[src/rtl/hex_display_ctrl.sv]
// Multi-digit hex display controller for active-low 7-segment digits:
// a load-strobed value register, zero blanking, leading-zero suppression and a per-digit blink engine.
module hex_display_ctrl #(
  parameter int DIGITS     = 2,
  parameter int BLINK_DIV  = 25_000_000,
  parameter int ZERO_BLANK = 1
) (
  input  logic                  clk,
  input  logic                  clrn,
  input  logic                  load,
  input  logic [4*DIGITS-1:0]   din,
  input  logic                  lzb_en,
  input  logic                  blink_en,
  input  logic [DIGITS-1:0]     blink_mask,
  output logic [7*DIGITS-1:0]   seg,
  output logic                  blank_phase
);

  localparam int CW = $clog2(BLINK_DIV);
  localparam logic [CW-1:0] CNT_LAST = CW'(BLINK_DIV - 1);
  localparam logic [6:0] SEG_DARK = 7'h7F;

  logic [4*DIGITS-1:0] val_r;
  logic [CW-1:0]       cnt_r;
  logic                phase_r;
  logic [7*DIGITS-1:0] seg_s;

  // Active-low glyph for one nibble, bit order {g,f,e,d,c,b,a}.
  function automatic logic [6:0] glyph(input logic [3:0] nib);
    logic [6:0] g;
    case (nib)
      4'h0:    g = 7'b1000000;
      4'h1:    g = 7'b1111001;
      4'h2:    g = 7'b0100100;
      4'h3:    g = 7'b0110000;
      4'h4:    g = 7'b0011001;
      4'h5:    g = 7'b0010010;
      4'h6:    g = 7'b0000010;
      4'h7:    g = 7'b1111000;
      4'h8:    g = 7'b0000000;
      4'h9:    g = 7'b0011000;
      4'hA:    g = 7'b0001000;
      4'hB:    g = 7'b0000011;
      4'hC:    g = 7'b1000110;
      4'hD:    g = 7'b0100001;
      4'hE:    g = 7'b0000110;
      4'hF:    g = 7'b0001110;
      default: g = 7'b1111111;
    endcase
    return g;
  endfunction

  // Displayed value register, updated only on a load strobe.
  always_ff @(posedge clk or negedge clrn) begin
    if (!clrn) begin
      val_r <= '0;
    end else if (load) begin
      val_r <= din;
    end else begin
      val_r <= val_r;
    end
  end

  // Blink divider and phase; disabling the engine clears both so a re-enable starts a full half-period.
  always_ff @(posedge clk or negedge clrn) begin
    if (!clrn) begin
      cnt_r   <= '0;
      phase_r <= 1'b0;
    end else if (!blink_en) begin
      cnt_r   <= '0;
      phase_r <= 1'b0;
    end else if (cnt_r == CNT_LAST) begin
      cnt_r   <= '0;
      phase_r <= ~phase_r;
    end else begin
      cnt_r   <= cnt_r + CW'(1'b1);
      phase_r <= phase_r;
    end
  end

  // Per-digit blank decision and glyph selection; digit 0 is never removed by leading-zero suppression.
  always_comb begin
    seg_s = '0;
    for (int i = 0; i < DIGITS; i++) begin
      logic upper_zero;
      logic blank;
      upper_zero = 1'b1;
      for (int j = i; j < DIGITS; j++) begin
        if (val_r[4*j +: 4] != 4'h0) begin
          upper_zero = 1'b0;
        end else begin
          upper_zero = upper_zero;
        end
      end
      blank = ((ZERO_BLANK != 0) && (val_r == '0))
            || (lzb_en && (i != 0) && upper_zero)
            || (blink_en && blink_mask[i] && phase_r);
      if (blank) begin
        seg_s[7*i +: 7] = SEG_DARK;
      end else begin
        seg_s[7*i +: 7] = glyph(val_r[4*i +: 4]);
      end
    end
  end

  assign seg         = seg_s;
  assign blank_phase = phase_r;

endmodule

[config.mk]
export PLATFORM = sky130hd
export DESIGN_NAME = hex_display_ctrl
export DESIGN_NICKNAME = d
export VERILOG_FILES = /design/src/rtl/hex_display_ctrl.sv
export SDC_FILE = /design/constraint.sdc
export NUM_CORES = 1
export LEC_CHECK = 0
export CAP_MARGIN = 40
export CORE_MARGIN = 2
export CORE_UTILIZATION = 50
export CTS_BUF_LIST = sky130_fd_sc_hd__clkbuf_4 sky130_fd_sc_hd__clkbuf_8 sky130_fd_sc_hd__clkbuf_16
export DETAILED_ROUTE_END_ITERATION = 10
export PLACE_DENSITY = 0.73
export SLEW_MARGIN = 20
export SYNTH_ARGS = -nofsm -noshare
export SYNTH_HDL_FRONTEND = slang
export SYNTH_SLANG_ARGS = --single-unit
[constraint.sdc]
create_clock -name clk -period 2.3 [get_ports clk]
set_clock_uncertainty 0.1 [all_clocks]
set_input_delay 0.46 -clock clk [delete_from_list [all_inputs] [get_ports clk]]
set_output_delay 0.46 -clock clk [all_outputs]
set_load 0.02 [all_outputs]
==> reports/results.tsv <==
stage	metric	value	unit
routing	ant_nets	0	
logic_synthesis	ys_seq_elements	34	
logic_synthesis	netlist_top_cells_area	dfrtp_1 40%, ha_1 6.4%, nand2_1 4.4%	
critical_path	reg2reg_slack	0.20	ns
power_and_ir_drop	p_total	1.472	mW
cells_and_area	nets	315	
logic_synthesis	synth_nets	264	
clocking	cts_made_buffers	5	
clocking	clk_pin_slew	0.06	ns
cells_and_area	regArea	850.8	um2
critical_path	cp-startpoint	val_r[1]	
routing	drcViolationCount	0	
logic_synthesis	ys_seq_area_share	39.56	%
routing	drt_iter0_markers	91	
sta	fin_crit_sh	101.1	%
grt	grt-ovfl-total	0	
critical_path	r2r_start	cnt_r[0]	
sta	finalHoldViolations	0	
cells_and_area	fin_cells	340	
logic_synthesis	async_reset_ff_share	100.0	%
logic_synthesis	synth_most_common_cell	dfrtp_1	
grt	antenna_found_initial	0	
critical_path	path_max_fanout	7	
die	fp.coreArea	4058	um2
logic_synthesis	synthCells	238	
cells_and_area	fillCellCount	343	
critical_path	endpoint	seg[12]	
routing	wl	4566	um
outcome	violations	setup timing	
die	die_width	69.59	um
routing	detail_route.first_pass.iterations	4	
clocking	clock-root-buffer	clkbuf_8	
grt	grt_pass1_vias	1871	
critical_path	required	1.74	ns
grt	grt_max_degree	35	
clocking	cts_sinks	34	
logic_synthesis	ys.flop_type	dfrtp_1	
logic_synthesis	synth_edf_count	0	
clocking	cts_tree	built	
cells_and_area	finish.utilization	67.41	%
die	io_pins	30	
sta	setup_viol	5	
logic_synthesis	synth_top_area_share	39.56	%
cells_and_area	n_antenna_cell	0	
grt	track_usage	19.68	%
power_and_ir_drop	switching_share	29.23	%
flow_run	maxCapViolCount	0	
sta	grt_setup_unrepaired	true	
sta	max_freq	429.9	MHz
critical_path	start_kind	flop	
sta	slew_headroom	69.00	%
sta	hold_ws	0.4250	ns
placement	gp_congestion	0.9277	
placement	post-place-cells	327	
hold_path	hp-class	reg -> reg	
power_and_ir_drop	switchingPower	430.3	uW
logic_synthesis	syn_avg_cell_area	9.037	um2
logic_synthesis	synth.top_cells.by_count	34 x dfrtp_1, 25 x nand2_1, 22 x nor2_1	
cells_and_area	fin_area	2735	um2
power_and_ir_drop	p_seq_share	42.9	%
cells_and_area	drive_gt1_share	22.76	%
die	chipHeight	69.59	um
sta	maxSlewViolCount	0	
critical_path	worstSetupPathType	reg -> out	
power_and_ir_drop	leakage	1.148	nW
placement	dpl_cell_area	2604	um2
sta	worstMarginPinSlew	0.4650	ns
logic_synthesis	ys_types	44	
cells_and_area	area_delta_synth_final	27.17	%
clocking	clk_path_buf_depth	2	
critical_path	cp-end-kind	primary output	
power_and_ir_drop	comb_power_share	25.8	%
clocking	htree_levels	2	
power_and_ir_drop	intPower	1.042	mW
logic_synthesis	yosys_warnings	0	
critical_path	timing.rr.end	cnt_r[24]	
routing	vias	1946	
grt	grt_pass1_wl	7921	um
routing	vias_per_cell	5.724	
routing	wire_per_inst	13.43	um
power_and_ir_drop	p_clk_share	31.3	%
cells_and_area	multiInputGateArea	1266	um2
power_and_ir_drop	power_density	538.3	nW/um2
logic_synthesis	yosysTopAreaCell	dfrtp_1	
clocking	clock_latency	0.28	ns
power_and_ir_drop	peakVddDrop	0.3574	mV
die	start_util	53.01	%
critical_path	rr_worst_depth	5	
logic_synthesis	syn-cell-area	2151	um2
placement	dp_hpwl	3279	um
sta	setup_slack	-0.02622	ns
placement	numPortBuffers	29	
die	die_area	4842	um2
die	rows	23	
outcome	outcome	complete, but fails checks	
critical_path	crit_arrival	1.77	ns
sta	finalCriticalPeriod	2.326	ns
-- logic make-up after synthesis --
family,count (synthesis),share of synthesized area (%)
fa+ha+maj,11,6.399
simple gates,102,26.06
xor+xnor,14,5.701
buf+inv,19,3.897
flops,34,39.56
compound gates,54,16.40
mux,4,1.978
-- layout by cell type (no fill, tap or decap), types with 5 or more instances in the layout --
cell | Yosys | routed
a21oi_1 | 11 | 11
buf_2 | 3 | 8
buf_4 | 0 | 30
clkbuf_8 | 0 | 6
clkdlybuf4s50_1 | 0 | 15
dfrtp_1 | 34 | 34
ha_1 | 11 | 8
inv_1 | 9 | 5
nand2_1 | 25 | 25
nand3_1 | 12 | 12
nand4_1 | 8 | 8
nor2_1 | 22 | 22
o211ai_1 | 11 | 11
o21ai_0 | 12 | 12
o31ai_1 | 7 | 7
or4_1 | 6 | 6
xnor2_1 | 8 | 8
xor2_1 | 6 | 6
-- worst min-delay path by stage --
stage	startpoint	endpoint	slack, ns	depth (start not counted)
floorplan	clrn	blank_phase	0.06	0
global placement	cnt_r[0]	cnt_r[0]	0.41	1
detailed placement	cnt_r[0]	cnt_r[0]	0.42	1
CTS	cnt_r[0]	cnt_r[0]	0.43	1
global route	cnt_r[0]	cnt_r[0]	0.47	1
finish	cnt_r[0]	cnt_r[0]	0.43	1
-- power groups by stage --
stage	clock (mW)	sequential [mW]	combinational (mW)
after floorplan	0	0.642	0.197
after global placement	0	0.637	0.388
after detailed placement	0	0.638	0.390
after CTS	0.468	0.631	0.375
after global routing	0.495	0.634	0.416
final	0.461	0.632	0.380
-- flip-flops by register name, summed over array words and instances (netlist names) --
register,cells
val_r,8
cnt_r,25
blank_phase,1
-- routing by layer --
metal | wire [um] | track usage (%)
met4 | 27 | 6.536
met3 | 175 | 3.779
met2 | 2335 | 34.08
met1 | 2027 | 24.56
met5 | 0 | 0
-- repair_timing --
action | in CTS | in global routing
hold buffers | 0 | 0
buffers inserted | 2 | 3
cloned | 0 | 0
gates resized for setup | 74 | 11
pin swaps | 1 | 2
endpoints found under the setup margin | 14 | 14
-- per-stage QoR --
step / setup slack, ns / setup TNS, ns
after floorplan: 0.09492 / 0
after global placement: -0.5251 / -5.748
after detailed placement: -0.5330 / -5.706
after CTS: -0.01930 / -0.04876
after global routing: -0.1475 / -0.8650
final: -0.02622 / -0.06820
-- area by class of cell --
cell class / instances / share of cell area [%]
multi-input combinational: 185 / 46.29
sequential: 34 / 31.11
timing repair buffer: 54 / 15.60
clock buffer: 7 / 3.294
tap: 50 / 2.287
inverter: 9 / 1.235
clock inverter: 1 / 0.1830
-- worst max-delay path: stages, from the launching register on --
cell      delay (ns)
dfrtp_1         0.36
inv_2           0.06
ha_4            0.15
nor3b_4         0.15
o21a_1          0.16
a31oi_1         0.15
buf_4           0.17
o211ai_1        0.10
buf_4           0.17
No activity file was read; power rests on OpenSTA's default activity.
